===== src/rtl/serial_add_controller_pkg.sv =====
// -----------------------------------------------------------------------------
// serial_add_controller_pkg
// Shared ALU package for the bit-serial add/subtract controller.
// Contents:
//   DEFAULT_WIDTH : default operand/result width in bits
//   sac_state_t   : controller FSM state encoding (IDLE, RUN, DONE)
// -----------------------------------------------------------------------------
package serial_add_controller_pkg;

   localparam int DEFAULT_WIDTH = 8;

   typedef enum logic [1:0] {
      ST_IDLE = 2'd0,
      ST_RUN  = 2'd1,
      ST_DONE = 2'd2
   } sac_state_t;

endpackage : serial_add_controller_pkg


===== src/rtl/serial_add_controller_adder.sv =====
// -----------------------------------------------------------------------------
// Single-bit adder cells used by the serial add controller.
//
// half_adder
//   a, b    : input  1  addend bits
//   sum     : output 1  a ^ b
//   carry   : output 1  a & b
//
// one_bit_full_adder
//   a, b    : input  1  addend bits
//   cin     : input  1  carry in
//   sum     : output 1  a ^ b ^ cin
//   cout    : output 1  carry out
//   Built from two half adders; the two half-adder carries can never both be
//   high, so an OR is enough to merge them.
// -----------------------------------------------------------------------------
module half_adder (
   input  logic a,
   input  logic b,
   output logic sum,
   output logic carry
);

   assign sum   = a ^ b;
   assign carry = a & b;

endmodule : half_adder

module one_bit_full_adder (
   input  logic a,
   input  logic b,
   input  logic cin,
   output logic sum,
   output logic cout
);

   logic s0;
   logic c0;
   logic c1;

   half_adder u_ha0 (
      .a     (a),
      .b     (b),
      .sum   (s0),
      .carry (c0)
   );

   half_adder u_ha1 (
      .a     (s0),
      .b     (cin),
      .sum   (sum),
      .carry (c1)
   );

   assign cout = c0 | c1;

endmodule : one_bit_full_adder


===== src/rtl/serial_add_controller.sv =====
// -----------------------------------------------------------------------------
// serial_add_controller
// Bit-serial adder/subtractor: one result bit per clock through a single
// shared full adder, LSB first. An operation takes WIDTH cycles in RUN plus
// one DONE cycle; with start_i held high a new operation is accepted every
// WIDTH+2 cycles.
//
// Parameters
//   WIDTH      : operand/result width in bits (2..32)
// Ports
//   clk_i      : input  1      clock, rising edge
//   rst_i      : input  1      asynchronous active-high reset
//   start_i    : input  1      start request, sampled only in IDLE
//   sub_i      : input  1      0 = A+B, 1 = A-B (sampled with start_i)
//   op_a_i     : input  WIDTH  operand A (sampled with start_i)
//   op_b_i     : input  WIDTH  operand B (sampled with start_i)
//   busy_o     : output 1      operation in progress (RUN or DONE)
//   done_o     : output 1      one-cycle pulse, result and flags valid
//   result_o   : output WIDTH  sum/difference, held until next completion
//   carry_o    : output 1      final carry out (subtract: 1 = no borrow)
//   overflow_o : output 1      signed overflow
//   zero_o     : output 1      result_o == 0
// -----------------------------------------------------------------------------
module serial_add_controller #(
   parameter int WIDTH = serial_add_controller_pkg::DEFAULT_WIDTH
) (
   input  logic             clk_i,
   input  logic             rst_i,
   input  logic             start_i,
   input  logic             sub_i,
   input  logic [WIDTH-1:0] op_a_i,
   input  logic [WIDTH-1:0] op_b_i,
   output logic             busy_o,
   output logic             done_o,
   output logic [WIDTH-1:0] result_o,
   output logic             carry_o,
   output logic             overflow_o,
   output logic             zero_o
);

   import serial_add_controller_pkg::*;

   localparam int CNT_W = (WIDTH > 1) ? $clog2(WIDTH) : 1;
   localparam logic [CNT_W-1:0] LAST_BIT = CNT_W'(WIDTH - 1);

   sac_state_t       state_reg;
   sac_state_t       state_next;

   logic [WIDTH-1:0] a_sh_reg;
   logic [WIDTH-1:0] b_sh_reg;
   logic             c_reg;
   logic [CNT_W-1:0] cnt_reg;
   // Holds the WIDTH-1 sum bits produced so far; the final bit comes
   // straight from the adder on the last step, so result_o is untouched
   // until the whole word is ready.
   logic [WIDTH-2:0] psum_reg;

   logic [WIDTH-1:0] result_reg;
   logic             carry_reg;
   logic             overflow_reg;
   logic             zero_reg;

   logic             fa_sum;
   logic             fa_cout;
   logic [WIDTH-1:0] sum_word;
   logic             last_step;

   // The one and only adder cell; every bit position goes through it.
   one_bit_full_adder u_fa (
      .a    (a_sh_reg[0]),
      .b    (b_sh_reg[0]),
      .cin  (c_reg),
      .sum  (fa_sum),
      .cout (fa_cout)
   );

   // New sum bit enters at the MSB, so after WIDTH shifts bit 0 is the LSB.
   assign sum_word  = {fa_sum, psum_reg};
   assign last_step = (cnt_reg == LAST_BIT);

   // FSM state register
   always_ff @(posedge clk_i or posedge rst_i) begin
      if (rst_i) begin
         state_reg <= ST_IDLE;
      end else begin
         state_reg <= state_next;
      end
   end

   // FSM next state and status outputs
   always_comb begin
      state_next = state_reg;
      busy_o     = 1'b0;
      done_o     = 1'b0;
      case (state_reg)
         ST_IDLE: begin
            if (start_i) begin
               state_next = ST_RUN;
            end
         end
         ST_RUN: begin
            busy_o = 1'b1;
            if (last_step) begin
               state_next = ST_DONE;
            end
         end
         ST_DONE: begin
            busy_o     = 1'b1;
            done_o     = 1'b1;
            state_next = ST_IDLE;
         end
         default: begin
            state_next = ST_IDLE;
         end
      endcase
   end

   // Datapath
   always_ff @(posedge clk_i or posedge rst_i) begin
      if (rst_i) begin
         a_sh_reg     <= '0;
         b_sh_reg     <= '0;
         c_reg        <= 1'b0;
         cnt_reg      <= '0;
         psum_reg     <= '0;
         result_reg   <= '0;
         carry_reg    <= 1'b0;
         overflow_reg <= 1'b0;
         zero_reg     <= 1'b1;
      end else begin
         case (state_reg)
            ST_IDLE: begin
               if (start_i) begin
                  // Subtraction is A + ~B + 1: invert B and seed the carry.
                  a_sh_reg <= op_a_i;
                  b_sh_reg <= sub_i ? ~op_b_i : op_b_i;
                  c_reg    <= sub_i;
                  cnt_reg  <= '0;
               end
            end
            ST_RUN: begin
               a_sh_reg <= a_sh_reg >> 1;
               b_sh_reg <= b_sh_reg >> 1;
               c_reg    <= fa_cout;
               cnt_reg  <= cnt_reg + CNT_W'(1);
               psum_reg <= sum_word[WIDTH-1:1];
               if (last_step) begin
                  // On the MSB step c_reg is the carry into the MSB.
                  result_reg   <= sum_word;
                  carry_reg    <= fa_cout;
                  overflow_reg <= c_reg ^ fa_cout;
                  zero_reg     <= (sum_word == '0);
               end
            end
            default: begin
            end
         endcase
      end
   end

   assign result_o   = result_reg;
   assign carry_o    = carry_reg;
   assign overflow_o = overflow_reg;
   assign zero_o     = zero_reg;

endmodule : serial_add_controller

===== config.mk =====
export PLATFORM = sky130hd
export DESIGN_NAME = serial_add_controller
export DESIGN_NICKNAME = d
export VERILOG_FILES = /design/src/rtl/serial_add_controller_pkg.sv /design/src/rtl/serial_add_controller_adder.sv /design/src/rtl/serial_add_controller.sv
export SDC_FILE = /design/constraint.sdc
export NUM_CORES = 1
export LEC_CHECK = 0
export CAP_MARGIN = 20
export CORE_AREA = 2 2 99 63
export DETAILED_ROUTE_END_ITERATION = 10
export DIE_AREA = 0 0 101 65
export MAX_ROUTING_LAYER = met4
export PLACE_DENSITY = 0.56
export SYNTH_ARGS = -nofsm -noshare
export SYNTH_HDL_FRONTEND = slang
export SYNTH_HIERARCHICAL = 1
export SYNTH_SLANG_ARGS = --single-unit

===== constraint.sdc =====
create_clock -name clk_i -period 1.7 [get_ports clk_i]
set_input_delay 0.255 -clock clk_i [delete_from_list [all_inputs] [get_ports clk_i]]
set_output_delay 0.255 -clock clk_i [all_outputs]
set_load 0.005 [all_outputs]

After elaboration in Yosys (flattened, before gate mapping)
Cells that the tools add are included.
Widths: inputs -> output; s select.
- register bits after elaboration: 40
- latch bits: 0
- bits in writable memories: 0
- bits in read-only memories: 0
- bits of input ports: 20
- memories kept: 0
- add/subtract/negate cells: 1
- $mul: 0
- divide/modulo/power cells: 0
- order comparisons: 0
- eq/ne operators: 5
- shift-type cells: 0
- muxes and demuxes: 14
- bitwise operators: 7
- reductions and logical operators: 7
- operators by type and width (cell ; count):
    $pmux 8 s2 ; 2
    $mux 8 ; 3
    $logic_not 8->1 ; 1
    $not 8->8 ; 1
    $pmux 3 s2 ; 1
    $reduce_and 2->1 ; 3
    $mux 2 ; 2
    $ne 2x2->1 const B ; 2
    $pmux 2 s2 ; 1
    $add 3x1->3 const B ; 1
    $eq 3x3->1 const B ; 1
    $mux 1 ; 3
    $mux 3 ; 1
    $xor 1x1->1 ; 3
    $and 1x1->1 ; 2
    $eq 2x1->1 const B ; 1
    $eq 2x2->1 const B ; 1
    $logic_not 2->1 ; 1
    $pmux 1 s2 ; 1
    $reduce_bool 2->1 ; 1
    $reduce_or 2->1 ; 1
    $or 1x1->1 ; 1

Depth between registers and ports, before layout
- depth after elaboration: 4
- mapped depth: 6
- depth with buffers taken out: 5

By module
Netlist, hierarchy kept.
- modules (own cells, without submodules) (module ; instances ; cells each ; area each (um^2) ; seq. area each (um^2)):
    serial_add_controller ; 1 ; 152 ; 1871.8 ; 1002.2
    half_adder ; 2 ; 1 ; 12.5 ; 0.0
    one_bit_full_adder ; 1 ; 1 ; 6.3 ; 0.0

Worst setup path after synthesis
Ideal clock, no wire load.
- path kind: reg-to-reg
- from: register a_sh_reg[0]
- to: register zero_reg (netlist: zero_o)
- setup time: 0.079 ns
- arrival time: 1.422 ns
- path slack: 0.199 ns
- stages on the path, launching flop included: 6
- buffers on the path: 0
- path through: dfrtp_1 > ha_1 > ha_1 > nor4_1 > nand2_1 > o21ai_0
- word-level cells in the longest chain between the ends: 3
- ends and longest elaborated chain (element ; RTL line ; RTL):
    from (decl) ; serial_add_controller.sv:49 ; logic [WIDTH-1:0] a_sh_reg;
    from (signal assigned) ; serial_add_controller.sv:135 ; a_sh_reg <= op_a_i;
    from (signal assigned) ; serial_add_controller.sv:142 ; a_sh_reg <= a_sh_reg >> 1;
    $xor 1x1->1 ; serial_add_controller_adder.sv:24 ; assign sum = a ^ b;
    named net u_fa.s0 ; serial_add_controller_adder.sv:37 ; logic s0;
    $xor 1x1->1 ; serial_add_controller_adder.sv:24 ;
    named net fa_sum ; serial_add_controller.sv:63 ; logic fa_sum;
    $logic_not 8->1 ; serial_add_controller.sv:152 ; zero_reg <= (sum_word == '0);
    to (signal assigned) ; serial_add_controller.sv:152 ;
    to (decl) ; serial_add_controller.sv:61 ; logic zero_reg;
The timed path passes the listed nets, and every way through them passes these cells.
A chain may end at the register's enable or synchronous reset.

Final worst setup path
- from: register state_reg[0]
- to: register b_sh_reg[5]
- word-level cells in the longest chain between the ends: 3
- ends and longest elaborated chain (element ; RTL line ; RTL):
    from (decl) ; serial_add_controller.sv:46 ; sac_state_t state_reg;
    from (signal assigned) ; serial_add_controller.sv:86 ; state_reg <= state_next;
    $eq 2x1->1 or $logic_not 2->1 (tied branches) ; serial_add_controller.sv:131 ; case (state_reg)
    $reduce_bool 2->1 (no line) or $ne 2x2->1 (tied branches) ; -- ;
    $reduce_and 2->1 (no line) ; -- ;
    to (signal assigned) ; serial_add_controller.sv:136 ; b_sh_reg <= sub_i ? ~op_b_i : op_b_i;
    to (signal assigned) ; serial_add_controller.sv:143 ; b_sh_reg <= b_sh_reg >> 1;
    to (decl) ; serial_add_controller.sv:50 ; logic [WIDTH-1:0] b_sh_reg;
Several ways; a longest one is shown, not always the timed one.

==> reports/results.txt <==
Layout Utilization - 0.424
VDD IR-drop max - 718 µV
CTS buffer count - 5
FF+latch count, synth - 40
Antenna-violating nets left - 0
Compound-gate portion of the synthesized area - 0.0750
Core Region - 5780 µm²
Vias per std cell - 4.58
Detailed-router iteration count before antenna repair - 4
Share of the yosys chip area belonging to registers - 0.527
H-tree levels - 2
Netlist cell types - 25
Adder-cell share of the synthesized area - 0.0460
Portion of netlist area occupied by mux cells - 0.197
Main synth FF type - dfrtp_1
Net count, final - 221
# Max-Cap Violations - 0
Post-DP HPWL - 2470 µm
Worst setup path class - reg2reg
Post-route design area - 2450 µm²
Die footprint - 6570 µm²
Final Setup Violations - 0
Main combinational cell family by area after synthesis - multiplexers
Vias in the first global route - 1274
Unrepaired setup endpoints after global routing - false
Placed instance area - 2340 µm²
Leak - 1.15 nW
Top cell type's share of synthesized area - 0.513
Placer Congestion - 0.708
Post-Synth Simple-Gate Area - 0.0684
Synth warn - 6
Hold Fails Final Rpt - 0
CP arrival - 1.76 ns
Setup WS pre-CTS - 0.109 ns
Initial antenna violation count - 0
Crit-path slowest cell - dfrtp_1
Top-count cell post-synth - dfrtp_1
Cell Area, Synth - 1900 µm²
Post-Route WL - 3480 µm
Clock Path Buffers - 2
Cell taking the most area after synthesis - dfrtp_1
Mapped Nets - 182
Clock transition at path regs - 0.07 ns
CP Buf/Inv Count - 3
Most repeated library cell on the critical path - buf_4
Clock Sinks - 40
First-pass GRT wire length - 5980 µm
Number of remaining DRC errors - 0
Worst Path Required - 1.87 ns
Pins Over Slew Limit - 0
Initial DRC count - 54
Synth area leaders - dfrtp_1 (51%), mux2i_1 (7.9%), mux2_2 (5.9%), mux2_4 (4.7%), ha_1 (4.6%)
Ant diodes - 0
Cells after DPL - 257
Hold WS - 0.311 ns
Cell Pwr Density - 1620 nW/µm²
DIE WIDTH - 101 µm
XOR/XNOR Fraction of Synth Area - 0.0414
DR WL/cell - 13.0 µm
CP Capture Type - flip-flop
CP delay by family, top - buffers and inverters
Mean Syn Cell Area - 12.3 µm²
Layout area overhead - 28.7%
Clock skew - 0.00260 ns
Worst-path cell chain - buf_4 -> ha_1 -> buf_4 -> inv_4 -> mux2i_1 -> o21ai_0
Largest net degree at the start of global routing - 41
Crit-path max FO - 9
Total power - 3.96 mW
I/O pin count - 33
Commonest cells in the netlist - dfrtp_1 (39), nand2_1 (23), o21ai_0 (16), mux2i_1 (15), mux2_2 (10)
Clock Latency Late Sink - 0.29 ns
Die height - 65 µm
Fin worst setup slack - 0.107 ns
Run status - completed
Slowest cell delay on critical path - 0.39 ns
Clock Tree Root - clkbuf_8
Final Cycle Share - 0.937
Fraction of registers with async set/reset - 1.00
Tightest Hold Check Type - in2async
Post-route minimum period - 1.59 ns
Share of cells above drive strength 1 - 0.174
Buffers on Ports - 32
Critical Path Start Type - flip-flop
Gr usage total - 0.125
Max transition margin - 0.760
# rows - 22
Setup TNS - 0 ns
Post-Syn Instances - 155
Gr ovfl total - 0
Fmax achieved - 628 MHz
Routed via count - 1224
Number of synthesized flops with an enable pin - 0
Slew @ Worst Pin - 0.357 ns
Non-filler instance count after layout - 267
Starting Density - 0.329
CTS tree - built
## what timing repair did
| item | in CTS | in global routing |
|---|---|---|
| gates cloned | 0 | 0 |
| hold buffers | 0 | 0 |
| gates resized for setup | 1 | 3 |
| buffers inserted | 2 | 0 |
| endpoints found under the setup margin | 1 | 2 |
## power by group
| part | total [mW] | internal (mW) | leakage, nW | switching, mW |
|---|---|---|---|---|
| clock | 0.641 | 0.331 | 0.0455 | 0.311 |
| sequential | 1.62 | 1.36 | 0.507 | 0.261 |
| combinational | 1.71 | 0.943 | 0.599 | 0.764 |
| total | 3.96 | 2.63 | 1.15 | 1.34 |
## kinds of logic after synthesis
logic type                 count (synthesis)
DFF                                       40
muxes                                     32
and+or+nand+nor                           29
AOI/OAI and AO/OA                         26
buffers and inverters                     12
xor gates and xnor gates                   9
adders and majority gates                  7
## cell usage in the layout (no fill, tap or decap)
cell type        netlist  final
xnor2_1                2      2
inv_1                  4      4
o31ai_1                1      1
mux2i_1               15     15
clkdlybuf4s50_1        0     30
nand2b_1               1      1
buf_4                  2      3
clkbuf_1               0      2
a32o_1                 2      2
inv_4                  1      1
ha_1                   7      7
or2b_1                 1      1
a21oi_1                4      4
buf_12                 0      4
o21ai_1                3      4
nor4_2                 0      1
o21ai_0               16     15
xor2_1                 7      7
mux2_2                10     10
dfrtp_1               39     39
dfstp_2                1      1
nand2_4                1      1
or2_1                  1      1
dlymetal6s2s_1         0      1
nand2_1               23     23
mux2_4                 6      6
mux2i_4                1      1
nor4_1                 2      1
dlygate4sd2_1          0      1
clkbuf_8               0      6
## worst register-to-register path: cells and delay by family, from the launching register on
| kind | cells | cell delay (ns) |
|---|---|---|
| buffers and inverters | 3 | 0.49 |
| flip-flops | 1 | 0.39 |
| adder cells (fa/ha/maj) | 1 | 0.31 |
| multiplexers | 1 | 0.19 |
| AO/OA/AOI/OAI | 1 | 0.09 |
## layer usage
layer	wire length, µm	GRT usage	part of all wire	vias to the layer above
met1	1760	0.164	0.51	586
met5	0	-	0	-
li1	-	-	-	612
met3	139	0.0388	0.040	5
met4	57	0.0557	0.016	0
met2	1520	0.177	0.44	21
## worst paths after layout
check	start	end	slack (ns)	depth (start not counted)
max	state_reg[0]	b_sh_reg[5]	0.11	6
min	rst_i	state_reg[0]	0.31	3
max reg2reg	state_reg[0]	b_sh_reg[5]	0.11	6
min reg2reg	zero_o	zero_o	0.47	2
max in group asynchronous	rst_i	zero_o	1.12	3
min in group clk_i	zero_o	zero_o	0.47	2
## final cells by class
| type | instances | area, µm² |
|---|---|---|
| clock buffers | 8 | 90.1 |
| fillers | 562 | 3330 |
| inverters | 5 | 21.3 |
| multi-input cells | 103 | 821 |
| flip-flops and latches | 40 | 1000 |
| well taps | 72 | 90.1 |
| repair buffers | 39 | 424 |
Note: power is estimated with default switching activity, not from simulation.
